`config.mk`:
```
export PLATFORM = sky130hd
export DESIGN_NAME = text_renderer
export DESIGN_NICKNAME = d
export VERILOG_FILES = /design/src/rtl/text_renderer.sv
export SDC_FILE = /design/constraint.sdc
export NUM_CORES = 1
export LEC_CHECK = 0
export ABC_AREA = 1
export CAP_MARGIN = 20
export CORE_AREA = 10 10 87 89
export CTS_BUF_LIST = sky130_fd_sc_hd__clkbuf_4
export DETAILED_ROUTE_END_ITERATION = 12
export DIE_AREA = 0 0 97 99
export PLACE_DENSITY = 0.76
export RECOVER_POWER = 25
export SYNTH_ARGS = -nofsm -noshare
export SYNTH_HDL_FRONTEND = slang
export SYNTH_SLANG_ARGS = --single-unit
```
`constraint.sdc`:
```
create_clock -name clk -period 1.7 [get_ports clk]
set_clock_uncertainty 0.05 [all_clocks]
set_input_delay 0.34 -clock clk [delete_from_list [all_inputs] [get_ports clk]]
set_output_delay 0.34 -clock clk [all_outputs]
set_load 0.02 [all_outputs]
```
`src/rtl/text_renderer.sv`:
```
// text_renderer
//   Text-mode scanline renderer. For each scanline it reads character codes
//   from the character RAM, forms font ROM addresses from them, and shifts
//   the returned glyph bytes out as a 1-bit pixel stream, one pixel per clk.
//
//   state | meaning
//   ------+-----------------------------------------------------------
//   IDLE  | waiting for an accepted lineStart
//   FETCH | issuing one character address every 8 cycles (COLS*8 cycles)
//   DRAIN | 3 cycles letting the last glyph shift out
//
// Ports
//   clk, rst        system clock; synchronous active-high reset
//   frameStart      pulse: restart at text row 0, glyph row 0
//   lineStart       pulse: render the next scanline (aborts a line in flight)
//   charRdAddr      character RAM read address (registered)
//   charRdData      character code, 1 cycle after charRdAddr
//   fontRdAddr      {charCode, glyphRow}, meaningful the cycle after issue
//   fontRdData      glyph byte, 1 cycle after fontRdAddr, bit 7 leftmost
//   pixelOn         current pixel (registered)
//   pixelValid      pixelOn belongs to the active region (registered)
//   busy            line fetch or drain in progress (registered)
module text_renderer #(
  parameter int COLS        = 80,
  parameter int ROWS        = 30,
  parameter int CHAR_ADDR_W = 12
) (
  input  logic                   clk,
  input  logic                   rst,
  input  logic                   frameStart,
  input  logic                   lineStart,
  output logic [CHAR_ADDR_W-1:0] charRdAddr,
  input  logic [7:0]             charRdData,
  output logic [11:0]            fontRdAddr,
  input  logic [7:0]             fontRdData,
  output logic                   pixelOn,
  output logic                   pixelValid,
  output logic                   busy
);

  localparam int COL_W = (COLS > 1) ? $clog2(COLS) : 1;
  localparam logic [COL_W-1:0]       LAST_COL      = COL_W'(COLS - 1);
  localparam logic [CHAR_ADDR_W-1:0] COLS_STEP     = CHAR_ADDR_W'(COLS);
  localparam logic [CHAR_ADDR_W-1:0] LAST_ROW_BASE = CHAR_ADDR_W'((ROWS - 1) * COLS);

  typedef enum logic [1:0] {
    IDLE  = 2'd0,
    FETCH = 2'd1,
    DRAIN = 2'd2
  } state_t;

  state_t state, next_state;

  logic [3:0]             glyph_row;
  logic [CHAR_ADDR_W-1:0] row_base;
  logic                   frame_done;
  logic [COL_W-1:0]       col;
  logic [2:0]             sub;
  logic [1:0]             drain_cnt;
  logic [CHAR_ADDR_W-1:0] char_addr;
  logic                   stage1_vld;
  logic                   stage2_vld;
  logic [7:0]             shift_reg;
  logic [2:0]             pix_cnt;
  logic                   pix_valid;
  logic                   busy_q;

  logic line_go;
  logic last_fetch;
  logic issue;

  // A frameStart in the same cycle clears frame_done first, so the line
  // still goes ahead.
  assign line_go    = lineStart && (frameStart || !frame_done);
  assign last_fetch = (state == FETCH) && (col == LAST_COL) && (sub == 3'd7);
  assign issue      = (state == FETCH) && (sub == 3'd0);

  always_ff @(posedge clk) begin
    if (rst) state <= IDLE;
    else     state <= next_state;
  end

  always_comb begin
    next_state = state;
    case (state)
      IDLE: begin
        if (line_go) next_state = FETCH;
      end
      FETCH: begin
        if (line_go)         next_state = FETCH;
        else if (last_fetch) next_state = DRAIN;
      end
      DRAIN: begin
        if (line_go)                next_state = FETCH;
        else if (drain_cnt == 2'd2) next_state = IDLE;
      end
      default: next_state = IDLE;
    endcase
  end

  // Frame position. An aborted line never reaches last_fetch, so it does not
  // advance. The final text row sets frame_done instead of stepping rowBase
  // past the last row.
  always_ff @(posedge clk) begin
    if (rst) begin
      glyph_row  <= '0;
      row_base   <= '0;
      frame_done <= 1'b0;
    end else if (frameStart) begin
      glyph_row  <= '0;
      row_base   <= '0;
      frame_done <= 1'b0;
    end else if (last_fetch && !line_go) begin
      glyph_row <= glyph_row + 4'd1;
      if (glyph_row == 4'd15) begin
        if (row_base == LAST_ROW_BASE) frame_done <= 1'b1;
        else                           row_base   <= row_base + COLS_STEP;
      end
    end
  end

  // Column/sub-pixel counters. char_addr is loaded one cycle ahead so that
  // it is already on charRdAddr during the sub==0 cycle of each character.
  always_ff @(posedge clk) begin
    if (rst) begin
      col       <= '0;
      sub       <= '0;
      drain_cnt <= '0;
      char_addr <= '0;
    end else if (line_go) begin
      col       <= '0;
      sub       <= '0;
      drain_cnt <= '0;
      char_addr <= frameStart ? '0 : row_base;
    end else begin
      case (state)
        FETCH: begin
          sub <= sub + 3'd1;
          if (sub == 3'd7 && col != LAST_COL) begin
            col       <= col + COL_W'(1);
            char_addr <= char_addr + CHAR_ADDR_W'(1);
          end
          drain_cnt <= '0;
        end
        DRAIN:   drain_cnt <= drain_cnt + 2'd1;
        default: drain_cnt <= '0;
      endcase
    end
  end

  // Read pipeline: issue -> char data (stage1) -> glyph data (stage2) ->
  // shift register. The next glyph loads on the same edge that the previous
  // one finishes, so pixels run without gaps.
  always_ff @(posedge clk) begin
    if (rst || line_go) begin
      stage1_vld <= 1'b0;
      stage2_vld <= 1'b0;
      shift_reg  <= '0;
      pix_cnt    <= '0;
      pix_valid  <= 1'b0;
    end else begin
      stage1_vld <= issue;
      stage2_vld <= stage1_vld;
      if (stage2_vld) begin
        shift_reg <= fontRdData;
        pix_cnt   <= 3'd7;
        pix_valid <= 1'b1;
      end else if (pix_valid) begin
        shift_reg <= {shift_reg[6:0], 1'b0};
        pix_cnt   <= pix_cnt - 3'd1;
        if (pix_cnt == 3'd0) pix_valid <= 1'b0;
      end
    end
  end

  always_ff @(posedge clk) begin
    if (rst) busy_q <= 1'b0;
    else     busy_q <= (next_state != IDLE);
  end

  // After eight shifts the register is empty, so pixelOn is 0 outside the
  // active region without extra gating.
  assign charRdAddr = char_addr;
  assign fontRdAddr = {charRdData, glyph_row};
  assign pixelOn    = shift_reg[7];
  assign pixelValid = pix_valid;
  assign busy       = busy_q;

endmodule

```
==> report_table.html, run 1 <==
<table>
<tr><th>Metric</th><th>Value</th></tr>
<tr><th colspan="2">Clock tree</th></tr>
<tr><td>CTS HTree Levels</td><td>2</td></tr>
<tr><td>Worst-case clock buffer depth</td><td>2</td></tr>
<tr><td>Worst-Skew Late Latency</td><td>0.38 ns</td></tr>
<tr><td>CTS buffer count</td><td>5</td></tr>
<tr><td>Clock transition at path regs</td><td>0.14 ns</td></tr>
<tr><td>Clock sink count</td><td>54</td></tr>
<tr><td>Clock tree from TritonCTS</td><td>yes</td></tr>
<tr><td>CTS Root Buffer Type</td><td>clkbuf_4</td></tr>
<tr><th colspan="2">Power and ir drop</th></tr>
<tr><td>Maximum VDD drop</td><td>292.7 uV</td></tr>
<tr><td>Pwr per Cell Area</td><td>589.6 mW/mm2</td></tr>
<tr><td>Clock group share of total power</td><td>0.281</td></tr>
<tr><td>Power dissipated by switching net loads</td><td>496.6 uW</td></tr>
<tr><td>Logic gate share of total power</td><td>0.080</td></tr>
<tr><td>Sequential cell fraction of total power</td><td>0.639</td></tr>
<tr><td>Sw frac</td><td>0.2456</td></tr>
<tr><td>Leak</td><td>0.001416 uW</td></tr>
<tr><td>Internal Pwr Total</td><td>1526 uW</td></tr>
<tr><th colspan="2">Floorplanning</th></tr>
<tr><td>Total number of placement rows</td><td>28</td></tr>
<tr><td>Initial standard-cell utilization of the core</td><td>0.4818</td></tr>
<tr><td>Die W</td><td>97 um</td></tr>
<tr><td>Die boundary height</td><td>99 um</td></tr>
<tr><td>Number of primary I/O pins</td><td>47</td></tr>
<tr><td>Full die area</td><td>0.009603 mm2</td></tr>
<tr><td>Area inside the core boundary</td><td>0.005851 mm2</td></tr>
<tr><th colspan="2">Synthesis</th></tr>
<tr><td>Count leader, synth</td><td>nand2_1</td></tr>
<tr><td>Number of standard cells after synthesis</td><td>389</td></tr>
<tr><td>Yosys warnings</td><td>0</td></tr>
<tr><td>Most frequently used flop master after synthesis</td><td>dfxtp_1</td></tr>
<tr><td>Share of the synthesized area in the top cell type</td><td>0.3835</td></tr>
<tr><td>Area of the mapped netlist</td><td>0.002819 mm2</td></tr>
<tr><td>Per-instance average area after synthesis</td><td>7.247 um2</td></tr>
<tr><td>Cells taking the most area after synthesis</td><td>dfxtp_1, nand2_1, inv_1, a21oi_1, nand3_1</td></tr>
<tr><td>Yosys top cell by area</td><td>dfxtp_1</td></tr>
<tr><td>Post-Synthesis Net Count</td><td>420</td></tr>
<tr><td>Ys async rst share</td><td>0</td></tr>
<tr><td>Number of flops mapped to enable cells by yosys</td><td>0</td></tr>
<tr><td>Count of distinct cell types in the synthesized netlist</td><td>38</td></tr>
<tr><td>Synth cell count leaders</td><td>nand2_1, dfxtp_1, inv_1</td></tr>
<tr><td>Number of flip-flops and latches in the synthesized netlist</td><td>54</td></tr>
<tr><td>Portion of the post-synthesis area used by sequential elements</td><td>0.3835</td></tr>
<tr><th colspan="2">Global route</th></tr>
<tr><td>Pin count of the biggest net entering global routing</td><td>16</td></tr>
<tr><td>Via count of the first global-routing pass</td><td>2379</td></tr>
<tr><td>First-pass GRT wire length</td><td>10230 um</td></tr>
<tr><td>Overall track demand over capacity in global routing</td><td>0.1213</td></tr>
<tr><td>Remaining global-route overflow</td><td>0</td></tr>
<tr><td>Initial antenna violation count</td><td>0</td></tr>
<tr><th colspan="2">Setup path</th></tr>
<tr><td>Maximum net fanout on the critical path</td><td>7</td></tr>
<tr><td>Kind of end point of the critical path</td><td>register</td></tr>
<tr><td>Buffers &amp; Inverters on Critical Path</td><td>2</td></tr>
<tr><td>Worst setup path start</td><td>frameStart</td></tr>
<tr><td>Worst-case reg-to-reg path depth</td><td>10</td></tr>
<tr><td>Kind of cell adding the most delay to the critical path</td><td>buffers and inverters</td></tr>
<tr><td>Critical R2R Launch</td><td>sub[0]</td></tr>
<tr><td>Crit path required time</td><td>1.93 ns</td></tr>
<tr><td>Kind of critical path</td><td>input port to register</td></tr>
<tr><td>Crit start category</td><td>input port</td></tr>
<tr><td>Worst Path Arrival</td><td>1.84 ns</td></tr>
<tr><td>Count of cell instances traversed by the critical path</td><td>5</td></tr>
<tr><td>Endpoint of the worst register-to-register path</td><td>charRdAddr[6]</td></tr>
<tr><td>CP Capture Point</td><td>pix_cnt[2]</td></tr>
<tr><td>Setup slack, reg-to-reg</td><td>0.1 ns</td></tr>
<tr><td>Critical Path Max Stage Delay</td><td>0.59 ns</td></tr>
<tr><td>Sequence of cells on the critical path</td><td>dlygate4sd3_1, o21ai_4, nand2_1, clkbuf_1, a221oi_1</td></tr>
<tr><td>Library cell contributing the largest single delay on the critical path</td><td>dlygate4sd3_1</td></tr>
<tr><th colspan="2">Min path</th></tr>
<tr><td>Worst Hold Class</td><td>register to register</td></tr>
<tr><th colspan="2">Cells and area</th></tr>
<tr><td>Post-layout instance area</td><td>0.003430 mm2</td></tr>
<tr><td>Flip-flop count of the largest register after layout</td><td>12</td></tr>
<tr><td>Fill cell total of the finished layout</td><td>542</td></tr>
<tr><td>NumNets Final</td><td>467</td></tr>
<tr><td>Layout Cells excl Fill</td><td>512</td></tr>
<tr><td>Antenna Cells</td><td>0</td></tr>
<tr><td>Utilization after layout</td><td>0.5862</td></tr>
<tr><td>Fraction of layout cells with a size suffix above 1</td><td>0.1556</td></tr>
<tr><td>Area growth syn-to-layout</td><td>21.66%</td></tr>
<tr><th colspan="2">Routing</th></tr>
<tr><td>Remaining routing DRC violations</td><td>0</td></tr>
<tr><td>Final routed wirelength across all metal layers</td><td>6488 um</td></tr>
<tr><td>Detailed Route Iter0 Violations</td><td>108</td></tr>
<tr><td>Mean number of vias per cell</td><td>5.227</td></tr>
<tr><td>Router iterations before antenna repair</td><td>4</td></tr>
<tr><td>DR vias</td><td>2676</td></tr>
<tr><td>Detail-routed net length per standard cell</td><td>12.67 um</td></tr>
<tr><td>Antenna Violating Nets Remaining</td><td>0</td></tr>
<tr><th colspan="2">Place</th></tr>
<tr><td>Sum of net half-perimeters after detailed placement</td><td>4668 um</td></tr>
<tr><td>Placement-stage worst setup slack</td><td>-0.1773 ns</td></tr>
<tr><td>Placed cell count</td><td>500</td></tr>
<tr><td>Area after DPL</td><td>0.003298 mm2</td></tr>
<tr><td>Final estimated routing congestion in global placement</td><td>0.8752</td></tr>
<tr><td>IO buf count</td><td>30</td></tr>
<tr><th colspan="2">Timing</th></tr>
<tr><td>Actual transition at the worst max-transition pin</td><td>0.4236 ns</td></tr>
<tr><td>Achievable clock frequency</td><td>0.6243 GHz</td></tr>
<tr><td>Shortest period the worst path allows</td><td>1.602 ns</td></tr>
<tr><td>Max-slew violations</td><td>0</td></tr>
<tr><td>Ratio of final minimum period to clock period</td><td>0.9422</td></tr>
<tr><td>Crit path setup slack, layout</td><td>0.09820 ns</td></tr>
<tr><td>Sum Neg Setup Slack</td><td>0 ns</td></tr>
<tr><td>Number of setup violations in the final report</td><td>0</td></tr>
<tr><td>Worst max-slew margin expressed relative to the limit</td><td>0.7172</td></tr>
<tr><td>Hold Fails Final Rpt</td><td>0</td></tr>
<tr><th colspan="2">Run</th></tr>
<tr><td>Max-capacitance violation count</td><td>0</td></tr>
<tr><th colspan="2">Outcome</th></tr>
<tr><td>Run status</td><td>complete, no violations</td></tr>
</table>
[layer usage]
layer	wire length [um]	GRT usage	share of wire
met1	2878	0.1319	0.44
met4	78	0.04540	0.012
met5	0	0	0
met2	3181	0.2150	0.49
met3	350	0.03911	0.054
[repair_timing]
| item | CTS | global route |
|---|---|---|
| hold buffers | 0 | 0 |
| pin swaps | 1 | 6 |
| setup endpoints to repair | 21 | 30 |
| setup buffers | 0 | 3 |
| resized for setup | 20 | 23 |
| gates cloned | 0 | 1 |
[tightest hold or removal path, stage by stage, from the launching register on]
cell	delay [ns]
dfxtp_1	0.33
inv_1	0.04
nor2_1	0.03
[final cells by class]
cell class | instances | area (um2) | share of cell area
Timing Repair Buffer | 56 | 479.2 | 0.1397
Tap cell | 75 | 93.84 | 0.02736
Inverter | 57 | 214.0 | 0.06239
Sequential cell | 54 | 1086 | 0.3167
Multi-Input combinational cell | 262 | 1503 | 0.4382
Clock inverter | 2 | 8.758 | 0.002554
Clock buffer | 6 | 45.04 | 0.01313
[cells in the final DEF (no fill, tap or decap), drive strengths merged]
cell / Yosys / routed
nand2: 79 / 79
inv: 57 / 57
dfxtp: 54 / 54
nor2: 42 / 42
a21oi: 36 / 36
nand3: 35 / 35
buf: 13 / 24
o21ai: 22 / 22
dlygate4sd2: 0 / 19
ha: 11 / 11
clkdlybuf4s50: 0 / 10
clkbuf: 3 / 8
nand4: 7 / 7
nor3: 7 / 7
xnor2: 4 / 4
a31oi: 3 / 3
xor2: 3 / 3
o211ai: 2 / 2
a221oi: 2 / 2
clkinv: 0 / 2
o221ai: 1 / 1
a31o: 1 / 1
a22oi: 1 / 1
nor4: 1 / 1
a211oi: 1 / 1
o21a: 1 / 1
o21bai: 1 / 1
and3: 1 / 1
a21boi: 1 / 1
dlygate4sd3: 0 / 1
[how the worst min path moves through the flow]
stage                 end  cells after the start  slack (ns)  startpoint
5_1_grt        stage2_vld                      2        0.39  stage1_vld
3_3_place_gp   stage2_vld                      2        0.35  stage1_vld
4_1_cts        stage2_vld                      2        0.37  stage1_vld
6_report       stage2_vld                      2        0.37  stage1_vld
2_1_floorplan  stage2_vld                      2        0.34  stage1_vld
3_5_place_dp   stage2_vld                      2        0.35  stage1_vld
[cell families (layout without fill, tap and decap cells)]
logic type	count (synthesis)	after routing	share of synthesized area
buffers and inverters	73	121	0.1132
adder cells (fa/ha/maj)	11	11	0.04882
flip-flops	54	54	0.3835
XOR/XNOR	7	7	0.02175
AND/OR/NAND/NOR	172	172	0.2881
AO/OA/AOI/OAI	72	72	0.1447
[power by group through the flow]
stage | Combinational, uW | Clock (uW) | Sequential, uW
floorplan | 99.1 | 0 | 1330
global placement | 172 | 0 | 1320
detailed placement | 172 | 0 | 1320
CTS | 168 | 583 | 1290
global route | 179 | 629 | 1290
finish | 161 | 569 | 1290
[metrics by stage]
stage	power, uW	hold WS (ns)
2_1_floorplan	1427	0.3436
3_3_place_gp	1490	0.3475
3_5_place_dp	1491	0.3536
4_1_cts	2042	0.3739
5_1_grt	2103	0.3903
6_report	2022	0.3736
Power figures use the tool's default switching activity.
==> inputs of run 2 (changes only) <==
--- a/config.mk
+++ b/config.mk
@@ -11,7 +11,7 @@
 export CTS_BUF_LIST = sky130_fd_sc_hd__clkbuf_4
 export DETAILED_ROUTE_END_ITERATION = 12
 export DIE_AREA = 0 0 97 99
-export PLACE_DENSITY = 0.76
+export PLACE_DENSITY = 0.84
 export RECOVER_POWER = 25
 export SYNTH_ARGS = -nofsm -noshare
 export SYNTH_HDL_FRONTEND = slang
==> run 2 against run 1 <==
- power increased by 9.0%
- fmax decreased by 2.6%
- first-iteration DRC count increased by 15%
- combinational power increased by 6%
- worst setup slack got worse by 0.043 ns
- die area unchanged
- non-clock buffer count increased by 7
- highest routed layer unchanged
==> report_table.html, run 2 (synthesis gave the netlist of run 1 again) <==
<table>
<tr><th>Metric</th><th>Value</th></tr>
<tr><th colspan="2">Min path</th></tr>
<tr><td>Hold path depth</td><td>2 (unchanged)</td></tr>
<tr><td>Source of the worst hold timing path</td><td>stage1_vld</td></tr>
<tr><td>Endpoint of the worst hold path</td><td>stage2_vld</td></tr>
<tr><td>Worst Hold Class</td><td>register to register</td></tr>
<tr><th colspan="2">Setup path</th></tr>
<tr><td>Worst Path Arrival</td><td>1.88 ns (+0.04 ns)</td></tr>
<tr><td>Kind of critical path</td><td>register to register</td></tr>
<tr><td>Maximum net fanout on the critical path</td><td>4 (-3)</td></tr>
<tr><td>Setup slack, reg-to-reg</td><td>0.06 ns (-0.04 ns)</td></tr>
<tr><td>Crit start category</td><td>register</td></tr>
<tr><td>Kind of end point of the critical path</td><td>register</td></tr>
<tr><td>Endpoint of the worst register-to-register path</td><td>charRdAddr[6]</td></tr>
<tr><td>Buffers &amp; Inverters on Critical Path</td><td>3 (+1)</td></tr>
<tr><td>Kind of cell adding the most delay to the critical path</td><td>flip-flops</td></tr>
<tr><td>Library cell contributing the largest single delay on the critical path</td><td>dfxtp_2</td></tr>
<tr><td>Sequence of cells on the critical path</td><td>ha_1, ha_2, inv_2, nor2_4, inv_2, nor2_4, buf_4, nand3_1, o211ai_1, a21oi_1</td></tr>
<tr><td>Critical R2R Launch</td><td>sub[0]</td></tr>
<tr><td>Critical Path Max Stage Delay</td><td>0.36 ns (-0.23 ns)</td></tr>
<tr><td>Crit path required time</td><td>1.94 ns (about the same)</td></tr>
<tr><td>Worst-case reg-to-reg path depth</td><td>10 (unchanged)</td></tr>
<tr><th colspan="2">Clock tree</th></tr>
<tr><td>Clock tree from TritonCTS</td><td>yes</td></tr>
<tr><td>CTS Root Buffer Type</td><td>clkbuf_4</td></tr>
<tr><td>Clock transition at path regs</td><td>0.16 ns (+0.02 ns)</td></tr>
<tr><td>Worst-Skew Late Latency</td><td>0.38 ns (about the same)</td></tr>
<tr><td>CTS HTree Levels</td><td>2 (unchanged)</td></tr>
<tr><td>Clock sink count</td><td>54 (unchanged)</td></tr>
<tr><td>Worst-case clock buffer depth</td><td>2 (unchanged)</td></tr>
<tr><td>Post-CTS Hold Fix Bufs</td><td>0 (unchanged)</td></tr>
<tr><td>CTS buffer count</td><td>5 (unchanged)</td></tr>
<tr><th colspan="2">Place</th></tr>
<tr><td>Sum of net half-perimeters after detailed placement</td><td>4969 um (+6.4%)</td></tr>
<tr><td>Final estimated routing congestion in global placement</td><td>0.9151 (+4.6%)</td></tr>
<tr><td>Placement-stage worst setup slack</td><td>-0.1967 ns (-0.01940 ns)</td></tr>
<tr><td>IO buf count</td><td>30 (unchanged)</td></tr>
<tr><th colspan="2">Routing</th></tr>
<tr><td>Final routed wirelength across all metal layers</td><td>6949 um (+7.1%)</td></tr>
<tr><td>DR vias</td><td>2706 (+1.1%)</td></tr>
<tr><td>Remaining routing DRC violations</td><td>0 (unchanged)</td></tr>
<tr><td>Detailed Route Iter0 Violations</td><td>124 (+15%)</td></tr>
<tr><td>Mean number of vias per cell</td><td>5.214 (-0.24%)</td></tr>
<tr><td>Router iterations before antenna repair</td><td>4 (unchanged)</td></tr>
<tr><td>Detail-routed net length per standard cell</td><td>13.39 um (+5.7%)</td></tr>
<tr><td>Antenna Violating Nets Remaining</td><td>0 (unchanged)</td></tr>
<tr><th colspan="2">Outcome</th></tr>
<tr><td>Run status</td><td>complete, no violations</td></tr>
<tr><th colspan="2">Timing</th></tr>
<tr><td>Unrepaired setup endpoints after global routing</td><td>true</td></tr>
<tr><td>Shortest period the worst path allows</td><td>1.644 ns (+0.04262 ns)</td></tr>
<tr><td>Achievable clock frequency</td><td>0.6081 GHz (-2.6%)</td></tr>
<tr><td>Actual transition at the worst max-transition pin</td><td>0.3859 ns (-0.03769 ns)</td></tr>
<tr><td>Hold Fails Final Rpt</td><td>0 (unchanged)</td></tr>
<tr><td>Crit path setup slack, layout</td><td>0.05559 ns (-0.04262 ns)</td></tr>
<tr><td>Max-slew violations</td><td>0 (unchanged)</td></tr>
<tr><td>Number of setup violations in the final report</td><td>0 (unchanged)</td></tr>
<tr><td>Worst max-slew margin expressed relative to the limit</td><td>0.7418 (+0.02456)</td></tr>
<tr><td>Ratio of final minimum period to clock period</td><td>0.9673 (+0.02507)</td></tr>
<tr><th colspan="2">Global route</th></tr>
<tr><td>Initial antenna violation count</td><td>0 (unchanged)</td></tr>
<tr><td>Overall track demand over capacity in global routing</td><td>0.1368 (+0.01551)</td></tr>
<tr><td>Pin count of the biggest net entering global routing</td><td>17 (+1)</td></tr>
<tr><td>Via count of the first global-routing pass</td><td>2663 (+12%)</td></tr>
<tr><td>First-pass GRT wire length</td><td>11670 um (+14%)</td></tr>
<tr><td>Remaining global-route overflow</td><td>0 (unchanged)</td></tr>
<tr><th colspan="2">Run</th></tr>
<tr><td>Max-capacitance violation count</td><td>0 (unchanged)</td></tr>
<tr><th colspan="2">Floorplanning</th></tr>
<tr><td>Number of primary I/O pins</td><td>47 (unchanged)</td></tr>
<tr><td>Die W</td><td>97 um (unchanged)</td></tr>
<tr><td>Total number of placement rows</td><td>28 (unchanged)</td></tr>
<tr><td>Area inside the core boundary</td><td>0.005851 mm2 (unchanged)</td></tr>
<tr><td>Full die area</td><td>0.009603 mm2 (unchanged)</td></tr>
<tr><td>Die boundary height</td><td>99 um (unchanged)</td></tr>
<tr><td>Initial standard-cell utilization of the core</td><td>0.4818 (unchanged)</td></tr>
<tr><th colspan="2">Power and ir drop</th></tr>
<tr><td>Logic gate share of total power</td><td>0.077 (-0.003)</td></tr>
<tr><td>Clock group share of total power</td><td>0.336 (+0.055)</td></tr>
<tr><td>Power dissipated by switching net loads</td><td>520.3 uW (+4.8%)</td></tr>
<tr><td>Leak</td><td>0.001473 uW (+4.0%)</td></tr>
<tr><td>Sum of internal, switching and leakage power</td><td>2204 uW (+9.0%)</td></tr>
<tr><td>Maximum VDD drop</td><td>325.2 uV (+11%)</td></tr>
<tr><td>Sw frac</td><td>0.2361 (-0.009493)</td></tr>
<tr><td>Internal Pwr Total</td><td>1683 uW (+10%)</td></tr>
<tr><td>Sequential cell fraction of total power</td><td>0.587 (-0.052)</td></tr>
<tr><td>Pwr per Cell Area</td><td>629.5 mW/mm2 (+6.8%)</td></tr>
<tr><th colspan="2">Cells and area</th></tr>
<tr><td>Fraction of layout cells with a size suffix above 1</td><td>0.1734 (+0.01782)</td></tr>
<tr><td>Flip-flop count of the largest register after layout</td><td>12 (unchanged)</td></tr>
<tr><td>NumNets Final</td><td>474 (+1.5%)</td></tr>
<tr><td>Fill cell total of the finished layout</td><td>502 (-7.4%)</td></tr>
<tr><td>Area growth syn-to-layout</td><td>24.19%</td></tr>
<tr><td>Most frequent standard cell in the layout excluding fill and tap cells</td><td>nand2_1</td></tr>
<tr><td>Antenna Cells</td><td>0 (unchanged)</td></tr>
<tr><td>Most frequent cells in the layout</td><td>nand2_1, inv_1, dfxtp_1</td></tr>
<tr><td>Utilization after layout</td><td>0.5984 (+0.01219)</td></tr>
</table>
run 2: layout make-up:
type	instances	area, um2	share of cell area
well taps	75	93.84	0.02680
repair buffers	63	546.8	0.1562
flip-flops and latches	54	1089	0.3109
clock inverters	2	37.54	0.01072
multi-input cells	262	1475	0.4214
inverters	57	214.0	0.06111
clock buffers	6	45.04	0.01287
run 2: repair_timing:
action / CTS / global route
hold endpoints to repair: 0 / 0
pin swaps: 1 / 11
gates resized for setup: 20 / 22
setup buffers: 3 / 6
endpoints found under the setup margin: 23 / 31
cloned: 0 / 0
run 2: power groups by stage:
stage               Sequential, uW  Clock [uW]  Combinational [uW]
floorplan                     1330           0                99.1
global placement              1320           0                 171
detailed placement            1320           0                 175
CTS                           1290         760                 171
global route                  1300         806                 188
finish                        1290         741                 171
run 2: per-layer routing:
metal / track usage / wire length (um)
met1: 0.1551 / 2899
met2: 0.2366 / 3455
met3: 0.03980 / 459
met4: 0.05335 / 135
met5: 0 / 0
run 2: how the worst max path moves through the flow:
stage | startpoint | end | slack (ns) | cells past startpoint
after CTS | col[1] | row_base[9] | 0.006 | 8
after global routing | sub[0] | charRdAddr[6] | -0.05 | 10
after global placement | frameStart | row_base[11] | -0.13 | 7
after detailed placement | frameStart | row_base[9] | -0.20 | 7
after floorplan | glyph_row[0] | row_base[10] | 0.07 | 6
final | sub[0] | charRdAddr[6] | 0.06 | 10
run 2: through the flow:
stage,std cells,hold WS (ns),instance area [um2],TNS (ns)
after floorplan,389,0.3436,2819,0
after CTS,513,0.3683,3408,0
after detailed placement,502,0.3609,3326,-3.890
final,519,0.3719,3501,0
after global placement,502,0.3539,3326,-2.691
after global routing,519,0.3900,3501,-0.09951
run 2: worst reg2reg max path, cell delays in order (launching register included):
cell,delay (ns)
dfxtp_2,0.36
ha_1,0.14
ha_2,0.20
inv_2,0.05
nor2_4,0.18
inv_2,0.07
nor2_4,0.09
buf_4,0.12
nand3_1,0.06
o211ai_1,0.13
a21oi_1,0.12
